## src/rtl/irq_flags_pkg.sv

```systemverilog
// Shared definitions for the interrupt flag block.
//   NSRC_DEFAULT    : number of interrupt sources
//   IF_ADDR_DEFAULT : bus address of the flag register
//   IRQ_*           : bit index of each source inside the flag register
package irq_flags_pkg;

  localparam int          NSRC_DEFAULT    = 5;
  localparam logic [15:0] IF_ADDR_DEFAULT = 16'hFF0F;

  localparam int IRQ_VBLANK = 0;
  localparam int IRQ_STAT   = 1;
  localparam int IRQ_TIMER  = 2;
  localparam int IRQ_SERIAL = 3;
  localparam int IRQ_JOYPAD = 4;

endpackage

```

## src/rtl/irq_edge_det.sv

```systemverilog
// Rising-edge detector for one interrupt request line.
//   CLK    : block clock
//   nRESET : synchronous active-low reset
//   i_src  : level request from a peripheral
//   o_edge : high in the cycle where i_src is high and was low last cycle
module irq_edge_det (
  input  logic CLK,
  input  logic nRESET,
  input  logic i_src,
  output logic o_edge
);

  logic r_q;

  // During reset the previous-sample register is preloaded from the live
  // line, so a source that is already high at reset release never looks
  // like a fresh edge. Outside reset it simply tracks the line.
  always_ff @(posedge CLK) begin
    if (!nRESET) r_q <= i_src;
    else         r_q <= i_src;
  end

  assign o_edge = i_src & ~r_q;

endmodule

```

## src/rtl/irq_flags.sv

```systemverilog
// Interrupt flag register with edge-triggered set, per-bit acknowledge
// clear and a bus-mapped read/write port.
//   CLK, nRESET  : clock, synchronous active-low reset
//   IRQ_SRC      : level request lines from peripherals
//   A, D_IN      : core address and write data
//   RD, WR       : core read/write strobes
//   D_OUT, D_OE  : read data and its drive enable (merged onto the bus above)
//   CPU_IRQ_TRIG : pending flags, zero-extended to 8 bits
//   CPU_IRQ_ACK  : per-bit acknowledge from the core
//   WAKE         : one-cycle pulse after a new Joypad request
module irq_flags
  import irq_flags_pkg::*;
#(
  parameter int          NSRC    = NSRC_DEFAULT,
  parameter logic [15:0] IF_ADDR = IF_ADDR_DEFAULT
) (
  input  logic            CLK,
  input  logic            nRESET,
  input  logic [NSRC-1:0] IRQ_SRC,
  input  logic [15:0]     A,
  input  logic [7:0]      D_IN,
  output logic [7:0]      D_OUT,
  output logic            D_OE,
  input  logic            RD,
  input  logic            WR,
  output logic [7:0]      CPU_IRQ_TRIG,
  input  logic [7:0]      CPU_IRQ_ACK,
  output logic            WAKE
);

  // Unimplemented flag bits read back as ones.
  localparam logic [7:0] READ_PAD = 8'hFF << NSRC;

  logic [NSRC-1:0] r_if;
  logic            r_wake;
  logic [NSRC-1:0] w_edge;
  logic [NSRC-1:0] w_if_next;
  logic            w_sel;
  logic            w_joy_edge;
  logic            w_unused_hi;

  genvar g;
  generate
    for (g = 0; g < NSRC; g++) begin : g_edge
      irq_edge_det u_edge_det (
        .CLK    (CLK),
        .nRESET (nRESET),
        .i_src  (IRQ_SRC[g]),
        .o_edge (w_edge[g])
      );
    end
    if (NSRC > IRQ_JOYPAD) begin : g_joy
      assign w_joy_edge = w_edge[IRQ_JOYPAD];
    end else begin : g_no_joy
      assign w_joy_edge = 1'b0;
    end
  endgenerate

  assign w_sel = (A == IF_ADDR);

  // Per bit: a new edge beats an acknowledge, which beats a bus write.
  always_comb begin
    w_if_next = ((WR & w_sel) ? D_IN[NSRC-1:0] : r_if) & ~CPU_IRQ_ACK[NSRC-1:0];
    w_if_next = w_if_next | w_edge;
  end

  always_ff @(posedge CLK) begin
    if (!nRESET) begin
      r_if   <= '0;
      r_wake <= 1'b0;
    end else begin
      r_if   <= w_if_next;
      r_wake <= w_joy_edge;
    end
  end

  assign CPU_IRQ_TRIG = 8'(r_if);
  assign WAKE         = r_wake;

  // A write wins over a simultaneous read, so the bus is not driven then.
  assign D_OE  = RD & w_sel & ~WR;
  assign D_OUT = D_OE ? (READ_PAD | 8'(r_if)) : 8'h00;

  // Data and acknowledge bits above the implemented sources are ignored.
  assign w_unused_hi = &{1'b0, D_IN, CPU_IRQ_ACK};

endmodule

```

## config.mk

```make
export PLATFORM = sky130hd
export DESIGN_NAME = irq_flags
export DESIGN_NICKNAME = d
export VERILOG_FILES = /design/src/rtl/irq_flags_pkg.sv /design/src/rtl/irq_edge_det.sv /design/src/rtl/irq_flags.sv
export SDC_FILE = /design/constraint.sdc
export NUM_CORES = 1
export LEC_CHECK = 0
export ABC_CLOCK_PERIOD_IN_PS = 3360
export CELL_PAD_IN_SITES_DETAIL_PLACEMENT = 0
export CELL_PAD_IN_SITES_GLOBAL_PLACEMENT = 2
export CORE_MARGIN = 1
export CORE_UTILIZATION = 17
export CTS_CLUSTER_DIAMETER = 150
export CTS_CLUSTER_SIZE = 24
export DETAILED_ROUTE_END_ITERATION = 10
export HOLD_SLACK_MARGIN = 0.03
export PLACE_DENSITY_LB_ADDON = 0.1
export SLEW_MARGIN = 20
export SYNTH_ARGS = -nofsm -noshare
export SYNTH_HDL_FRONTEND = slang
export SYNTH_HIERARCHICAL = 1
export SYNTH_SLANG_ARGS = --single-unit
```

## constraint.sdc

```tcl
create_clock -name CLK -period 3.36 [get_ports CLK]
set_clock_uncertainty 0.15 [all_clocks]
set_input_delay 0.672 -clock CLK [delete_from_list [all_inputs] [get_ports CLK]]
set_output_delay 0.672 -clock CLK [all_outputs]
set_load 0.02 [all_outputs]
```

# After elaboration in Yosys (flattened, before gate mapping)
# Index checks and enable logic that the tools add are counted.
[totals] regBits=11 inputBits=41 output_inout_bits=18 wordCells=27
[op_classes] eq_ne=1 muxes=2 bitwise=17
[ops] operator="16-bit equality test, second input constant" count=1
[ops] operator="1-bit AND" count=8
[ops] operator="8-bit 2-to-1 mux" count=1
[ops] operator="1-bit inverter" count=6
[ops] operator="5-bit AND" count=1
[ops] operator="5-bit 2-to-1 mux" count=1
[ops] operator="5-bit inverter" count=1
[ops] operator="5-bit OR" count=1

# Logic depth before layout (Yosys ltp)
# Gate-level depths: netlist (run 1).
[logic_depth] ltp_word=5 mapped_depth=5

# By module
# The synthesis (run 1) kept the hierarchy.
[by_module_without_submodules] module="irq_flags" n_inst=1 cells_each=57 area_per_inst_um2=498.0 seq_area_each_um2=120.1
[by_module_without_submodules] module="irq_edge_det" n_inst=5 cells_each=2 area_per_inst_um2=33.8 seq_area_each_um2=20.0

# Worst setup path before layout (run 1)
# Ideal clock, no wire load.
[synth_timing] path_kind="in2out" from="input A[6]" to="output D_OUT[0]" t_arrival_ns=1.918 slack_ns=0.620 stages=5 n_path_buf=1 path_cell_list="nand4bb_4 -> nor4_4 -> buf_6 -> and3b_2 -> and2_1"
[synth_between] elab_chain_cells=4
[synth_lines] item="start: declaration" line_no="irq_flags.sv:20" text="input logic [15:0] A,"
[synth_lines] item="16-bit equality test" line_no="irq_flags.sv:59" text="assign w_sel = (A == IF_ADDR);"
[synth_lines] item="1-bit AND (2 in a row)" line_no="irq_flags.sv:81" text="assign D_OE = RD & w_sel & ~WR;"
[synth_lines] item="via D_OE" line_no="irq_flags.sv:23" text="output logic D_OE,"
[synth_lines] item="8-bit 2-to-1 mux" line_no="irq_flags.sv:82" text="assign D_OUT = D_OE ? (READ_PAD | 8'(r_if)) : 8'h00;"
[synth_lines] item="end: declaration" line_no="irq_flags.sv:22" text="output logic [7:0] D_OUT,"
# The timed path passes the listed nets, and every way through them passes these cells.

# Worst setup path in the final report (run 1)
[layout_timing] from="input A[13]" to="output D_OUT[2]"
[layout_between] elab_chain_cells=4
[layout_lines] item="16-bit equality test" line_no="irq_flags.sv:59"
[layout_lines] item="1-bit AND (2 in a row)" line_no="irq_flags.sv:81"
[layout_lines] item="8-bit 2-to-1 mux" line_no="irq_flags.sv:82"
# Every way passes these cells.

==> results of run 1 <==
## how the worst max path moves through the flow
stage                    end  slack [ns]  cells after the start
finish              D_OUT[2]        0.11                      7
global route        D_OUT[2]       0.005                      7
CTS                 D_OUT[1]       0.007                      8
detailed placement  D_OUT[2]       -0.18                      6
global placement    D_OUT[2]       -0.16                      6
floorplan           D_OUT[0]        0.62                      5
## final cells by class
type | instances | area (um^2) | area share
Timing Repair Buffer | 56 | 524 | 0.425
Multi-Input combinational cell | 49 | 383 | 0.311
Sequential cell | 11 | 220 | 0.179
Tap cell | 48 | 60.1 | 0.0487
Clock buffer | 4 | 45.0 | 0.0365
## Yosys cell counts
master | n | area (um^2)
dfxtp_1 | 11 | 220
nand3b_1 | 5 | 37.5
nor2b_4 | 5 | 68.8
nand3_1 | 4 | 20.0
a21o_1 | 4 | 30.0
a21oi_2 | 1 | 8.76
buf_4 | 6 | 45.0
nand4bb_1 | 1 | 11.3
and3b_2 | 1 | 10.0
nor4_4 | 1 | 21.3
nand4bb_4 | 1 | 27.5
and2_1 | 6 | 37.5
buf_6 | 2 | 22.5
conb_1 | 1 | 3.75
clkbuf_1 | 1 | 3.75
nand4_1 | 7 | 43.8
nor2b_1 | 5 | 31.3
nand2_1 | 4 | 15.0
or3b_1 | 1 | 8.76
## state kept, by name (all words and copies together) (netlist names)
register / flops
g_edge.u_edge_det/r_q: 5
r_if: 5
WAKE: 1
## repair_timing
item,4_1_cts,5_1_grt
setup endpoints to repair,9,3
resized for setup,13,2
cloned,0,0
buffers inserted,2,2
pin swaps,1,3
## critical path, delay by kind of cell
kind | cells | cell delay (ns)
and+or+nand+nor | 4 | 0.85
buffers and inverters | 3 | 0.90
## per-stage QoR
stage	cells	setup TNS [ns]	setup slack, ns	cell area, um^2	util
5_1_grt	168	0	0.00469	1230	0.332
2_1_floorplan	69	0	0.620	674	-
6_report	168	0	0.112	1230	0.332
4_1_cts	166	0	0.00697	1230	0.331
3_3_place_gp	160	-1.19	-0.163	1180	0.316
3_5_place_dp	160	-1.40	-0.183	1180	0.316
## power groups by stage
stage,sequential [mW],combinational [mW],clock [mW]
global placement,0.145,0.0793,0
floorplan,0.150,0.0257,0
CTS,0.143,0.0803,0.138
finish,0.143,0.0794,0.132
global route,0.143,0.0853,0.146
detailed placement,0.146,0.0797,0
## kinds of logic (layout without fill, tap and decap cells)
kind of cell / count (synthesis) / in the layout / synth area share
other: 1 / 3 / 0.00562
buffers and inverters: 9 / 60 / 0.107
AO/OA/AOI/OAI: 5 / 5 / 0.0582
AND/OR/NAND/NOR: 41 / 41 / 0.499
flip-flops: 11 / 11 / 0.330
## metal layers
| metal | part of all wire | vias up | routed length [um] | global-route usage |
|---|---|---|---|---|
| li1 | - | 333 | - | - |
| met1 | 0.44 | 280 | 776 | 0.105 |
| met2 | 0.47 | 25 | 823 | 0.142 |
| met3 | 0.080 | 2 | 139 | 0.0405 |
| met4 | 0.0040 | 0 | 7 | 0.0250 |
| met5 | 0 | - | 0 | 0 |
==> metrics.cfg, run 1 <==
[pwr]
p_sw_uw=79.0
clockPowerShare=0.373
p_seq_frac=0.403
p_int_uw=275
netSwitchingFraction=0.223
p_leak_nw=0.537
power_uw=354
comb_power_share=0.224
irDropWorstVdd_mv=0.169
pwr_density_cell_mw_per_mm2=287

[global_routing]
grt.total_usage=0.0883
grt_antenna_before_repair=0
grt_pass1_wl_mm=2.73
gr-total-overflow=0
grt_pass1_vias=580
grt_max_degree=16

[setup_path]
slowest_stage=clkdlybuf4s50_1
path_cells=clkdlybuf4s50_1 > nand4_1 > nor4_4 > and3b_2 > buf_4 > and2_1 > dlygate4sd2_1
crit_start=A[13]
reg2regPathDepth=3
r2r_start=g_edge[4].u_edge_det/r_q$_DFF_P_
cp.arrival_ns=2.43
crit_path_max_fanout=3
max_stage_delay_ns=0.46
endpoint_kind=output port
cp-start-kind=primary input
rr_endpoint=r_if[4]$_SDFF_PN0_
critical_path_required_ns=2.54
regToRegSetupSlack_ns=2.20
path_class=in2out

[timing]
rsz0062_at_grt=no
min_period_over_period=0.967
timing.fmax_mhz=308
worst_pin_slew_ns=0.560
setup_viol=0
slew_headroom=0.625
min_period_ns=3.25
worst_hold_slack_ns=0.399
finalHoldViolCount=0
finalMaxSlewViolations=0

[die]
start_util=0.179
fp.dieW_um=64.6
coreArea_mm2=0.00372
chipHeight_um=64.6
dieArea_mm2=0.00418
ios=59
rows=22

[synthesis]
synthDistinctLibCells=19
ys_seq_elements=11
synth_cells=67
ys_warn_count=6
syn_area_um2=667
syn_area_per_cell_um2=9.95
synth_seq_area_share=0.330

[placement]
dp.final_hpwl_mm=1.33
place_congestion=0.643
io_buffers=49

[finish]
antenna_cells=0
final_cell_mix=clkdlybuf4s50_1, dfxtp_1, nand4_1, dlygate4sd2_1, buf_4
drive_above_1_share=0.175
nNetsFinal=162
final_common_cell=clkdlybuf4s50_1
n_fill_cell=405
synthToLayoutAreaGrowth_pct=84.8

[clock_tree]
cts_buffer_depth=2
cts_hold_buf=0
cts_tree=built
cts_max_level=1
clkTransAtPathRegs_ns=0.05
insertion_delay_ns=0.24
clock-sinks=11
clockRootBuffer=clkbuf_8
cts_inserted_buffers=3

[routing]
drt_pre_antenna_iters=2
wl_per_cell_um=10.4
via_count=640
drtIter0Drc=13
ant_nets=0
drc=0
wl_mm=1.75
vias_per_cell=3.81

[worst_hold_path]
holdCritPathClass=reg2reg
whs_path_depth=3
holdCritStartpoint=g_edge[2].u_edge_det/r_q$_DFF_P_
min_to=r_if[2]$_SDFF_PN0_

[run_status]
status=complete, no violations

[flow_run]
max_cap_viol_count=0

(Power assumes the default switching activity.)
==> run 2: changes to the inputs <==
- ABC_CLOCK_PERIOD_IN_PS: 3360 -> unset
- TNS_END_PERCENT: unset -> 20
==> run 2 against run 1 <==
Effect of this change: non-clock buffer count decreased by 4; utilization fell by 0.54 points; design area is 1.6% lower; final cell count decreased by 2.4%; largest cell class unchanged; global-route usage fell by 0.22 points; critical path type unchanged.
==> metrics.cfg, run 2 (same netlist as run 1, synthesis figures left out) <==
[run_status]
status=complete, no violations

[setup_path]
endpoint_kind=output port
cp.arrival_ns=2.39
r2r_start=g_edge[4].u_edge_det/r_q$_DFF_P_
rr_endpoint=r_if[4]$_SDFF_PN0_
critical_path_required_ns=2.54
path_class=in2out
regToRegSetupSlack_ns=2.20
crit_start=A[6]
crit_path_max_fanout=7
reg2regPathDepth=3
cp-start-kind=primary input

[clock_tree]
post_cts_buffers=0
cts_max_level=1
cts_inserted_buffers=3
insertion_delay_ns=0.24
cts_buffer_depth=2
clkTransAtPathRegs_ns=0.05
cts_tree=built
clock-sinks=11
cts_hold_buf=0
clockRootBuffer=clkbuf_8

[die]
start_util=0.179
rows=22
ios=59
dieArea_mm2=0.00418
fp.dieW_um=64.6
chipHeight_um=64.6
coreArea_mm2=0.00372

[routing]
drt_pre_antenna_iters=4
wl_per_cell_um=10.1
ant_nets=0
drc=0
drtIter0Drc=17
wl_mm=1.66
via_count=631
vias_per_cell=3.85

[timing]
setup_slack_ns=0.152
finalMaxSlewViolations=0
timing.fmax_mhz=312
min_period_over_period=0.955
min_period_ns=3.21
worst_pin_slew_ns=0.562
finalHoldViolCount=0
rsz0062_at_grt=no
worst_hold_slack_ns=0.399
slew_headroom=0.624
setup_viol=0

[finish]
n_fill_cell=403
finish.instance_area_mm2=0.00121
final_common_cell=clkdlybuf4s50_1
nNetsFinal=158
drive_above_1_share=0.129
final_cell_mix=clkdlybuf4s50_1, dfxtp_1, nand4_1, dlygate4sd2_1, and2_1
synthToLayoutAreaGrowth_pct=81.8
antenna_cells=0

[worst_hold_path]
whs_path_depth=3
min_to=r_if[2]$_SDFF_PN0_
holdCritPathClass=reg2reg
holdCritStartpoint=g_edge[2].u_edge_det/r_q$_DFF_P_

[global_routing]
grt_antenna_before_repair=0
grt_pass1_wl_mm=2.66
grt_pass1_vias=574
gr-total-overflow=0
grt.total_usage=0.0861
grt_max_degree=16

[pwr]
p_leak_nw=0.513
pwr_density_cell_mw_per_mm2=292
irDropWorstVdd_mv=0.169

[placement]
place_ws_ns=-0.183
place_congestion=0.643
dp.final_hpwl_mm=1.33
placed_area_mm2=0.00118
io_buffers=49

[flow_run]
max_cap_viol_count=0

-- run 2: cell types whose count changed in the layout (fill, tap and decap cells not counted) --
cell             delta
buf_4               -4
buf_2               -2
clkdlybuf4s15_1     +2
-- run 2: worst max-delay path by stage --
stage	end	slack [ns]
3_3_place_gp	D_OUT[2]	-0.16
3_5_place_dp	D_OUT[2]	-0.18
2_1_floorplan	D_OUT[0]	0.62
4_1_cts	D_OUT[2]	0.09
6_report	D_OUT[0]	0.15
5_1_grt	D_OUT[3]	0.004
-- run 2: critical path, cell delays in order --
cell             delay (ns)
clkdlybuf4s50_1        0.40
nand4bb_4              0.24
nor4_4                 0.31
and3b_2                0.30
and2_1                 0.13
dlygate4sd2_1          0.33
-- run 2: metal layers --
| metal | vias to the layer above | global-route usage | part of all wire |
|---|---|---|---|
| li1 | 324 | - | - |
| met1 | 281 | 0.0983 | 0.43 |
| met2 | 24 | 0.142 | 0.50 |
| met3 | 2 | 0.0405 | 0.072 |
| met4 | 0 | 0.0250 | 0.0042 |
| met5 | - | 0 | 0 |
-- run 2: final cells by class --
class	instances	area, um^2	share of cell area
multi-input combinational	49	383	0.316
timing repair buffer	52	504	0.416
sequential	11	220	0.182
tap	48	60.1	0.0495
clock buffer	4	45.0	0.0372
-- run 2: through the flow --
stage,total power [mW],utilization,setup TNS [ns],std cells
6_report,0.354,0.326,0,164
5_1_grt,0.374,0.326,0,164
4_1_cts,0.361,0.326,0,164
3_5_place_dp,0.225,0.316,-1.40,160
3_3_place_gp,0.225,0.316,-1.19,160
2_1_floorplan,0.176,-,0,69
-- run 2: report_power, final --
group	internal [mW]	leakage [nW]	switching [mW]
clock	0.0832	0.0228	0.0484
sequential	0.138	0.0917	0.00477
combinational	0.0539	0.398	0.0255
total	0.275	0.513	0.0787
-- run 2: what timing repair did --
item	in CTS	in global routing
endpoints found under the setup margin	9	2
gates resized for setup	9	2
pin swaps	0	1
==> run 3: changes to the inputs <==
- SKIP_CTS_REPAIR_TIMING: unset -> 1
==> run 3 against run 2 <==
Effect of this change: global-route usage is the same; total power hardly changed; sequential power about the same; design area up 2.6%; clock power about the same; die area is the same; sequential share of layout area down 0.46 points; register-to-register slack hardly changed; worst setup slack better by 0.086 ns; hold slack about the same; critical endpoint is now D_OUT[2].
==> metrics.cfg, run 3 (same netlist as run 1, synthesis figures left out) <==
[die]
ios=59
dieArea_mm2=0.00418
rows=22
coreArea_mm2=0.00372
chipHeight_um=64.6
fp.dieW_um=64.6
start_util=0.179

[routing]
drt_pre_antenna_iters=2
drc=0
vias_per_cell=3.84
via_count=629
ant_nets=0
drtIter0Drc=16
wl_per_cell_um=10.4
wl_mm=1.70

[setup_path]
crit_path_max_fanout=7
cp.arrival_ns=2.30
crit_start=A[6]
r2r_start=g_edge[4].u_edge_det/r_q$_DFF_P_
path_class=in2out
max_stage_delay_ns=0.40
slowest_stage=clkdlybuf4s50_1
path_buf_inv=2
path_cells=clkdlybuf4s50_1 > nand4bb_4 > nor4_4 > and3b_2 > and2_1 > dlymetal6s2s_1
critical_path_required_ns=2.54
cp_top_family=simple AND/OR/NAND/NOR gates
rr_endpoint=r_if[4]$_SDFF_PN0_
cp-start-kind=primary input
reg2regPathDepth=3
regToRegSetupSlack_ns=2.20
endpoint_kind=output port

[timing]
worst_pin_slew_ns=0.560
min_period_ns=3.12
finalHoldViolCount=0
setup_viol=0
rsz0062_at_grt=no
slew_headroom=0.625
finalMaxSlewViolations=0
worst_hold_slack_ns=0.399
timing.fmax_mhz=320
tns_ns=0
min_period_over_period=0.929

[placement]
dp.final_hpwl_mm=1.33
dp_cells=160
place_congestion=0.643
io_buffers=49

[clock_tree]
cts_tree=built
insertion_delay_ns=0.24
clockRootBuffer=clkbuf_8
clock-sinks=11
clkTransAtPathRegs_ns=0.05
cts_buffer_depth=2
cts_inserted_buffers=3
cts_max_level=1

[finish]
register_area_um2=220
antenna_cells=0
synthToLayoutAreaGrowth_pct=86.5
multiInputGateArea_um2=383
nNetsFinal=158
drive_above_1_share=0.129
final_cell_mix=clkdlybuf4s50_1, dfxtp_1, dlymetal6s2s_1
final_common_cell=clkdlybuf4s50_1
final_cells=164
n_fill_cell=392

[pwr]
p_leak_nw=0.645
irDropWorstVdd_mv=0.169
pwr_density_cell_mw_per_mm2=285

[global_routing]
grt_pass1_vias=574
grt_antenna_before_repair=0
gr-total-overflow=0
grt_max_degree=16
grt.total_usage=0.0861
grt_pass1_wl_mm=2.66

[worst_hold_path]
holdCritPathClass=reg2reg
min_to=r_if[2]$_SDFF_PN0_
whs_path_depth=3
holdCritStartpoint=g_edge[2].u_edge_det/r_q$_DFF_P_

[run_status]
status=complete, no violations

[flow_run]
max_cap_viol_count=0

run 3: changes by cell type in the layout (fill, tap and decap cells not counted), sizes merged:
cell / previous run / this run
dlygate4sd2: 7 / 0
clkdlybuf4s15: 2 / 0
dlymetal6s2s: 0 / 9
run 3: where the power goes:
group / switching (mW) / leakage [nW] / internal, mW / total (mW)
Sequential: 0.00477 / 0.0917 / 0.138 / 0.143
Clock: 0.0484 / 0.0228 / 0.0832 / 0.132
Combinational: 0.0255 / 0.531 / 0.0539 / 0.0794
Total: 0.0787 / 0.645 / 0.275 / 0.354
run 3: metrics by stage:
| step | total power [mW] | util | worst slack (ns) | area [um^2] |
|---|---|---|---|---|
| 6_report | 0.354 | 0.335 | 0.238 | 1240 |
| 3_3_place_gp | 0.225 | 0.316 | -0.163 | 1180 |
| 5_1_grt | 0.374 | 0.335 | 0.0867 | 1240 |
| 3_5_place_dp | 0.225 | 0.316 | -0.183 | 1180 |
| 2_1_floorplan | 0.176 | - | 0.620 | 674 |
| 4_1_cts | 0.361 | 0.329 | -0.190 | 1220 |
run 3: how the worst max path moves through the flow:
stage          slack (ns)  cells past startpoint       end
2_1_floorplan        0.62                      5  D_OUT[0]
3_3_place_gp        -0.16                      6  D_OUT[2]
3_5_place_dp        -0.18                      6  D_OUT[2]
4_1_cts             -0.19                      6  D_OUT[2]
5_1_grt              0.09                      6  D_OUT[1]
6_report             0.24                      6  D_OUT[2]
run 3: layout make-up:
class / count / share of cell area
timing repair buffer: 52 / 0.431
clock buffer: 4 / 0.0362
sequential: 11 / 0.177
tap: 48 / 0.0483
multi-input combinational: 49 / 0.308
run 3: metal layers:
| layer | part of all wire | GRT usage | routed length (um) | vias to the layer above |
|---|---|---|---|---|
| met4 | 0.0041 | 0.0250 | 7 | 0 |
| met1 | 0.42 | 0.0983 | 709 | 277 |
| met2 | 0.49 | 0.142 | 833 | 25 |
| met5 | 0 | 0 | 0 | - |
| met3 | 0.088 | 0.0405 | 149 | 2 |
| li1 | - | - | - | 325 |
run 3: worst min-delay path, delay by kind of cell (launching register included):
kind,cells,cell delay [ns]
flip-flops,1,0.34
AND/OR/NAND/NOR,3,0.15
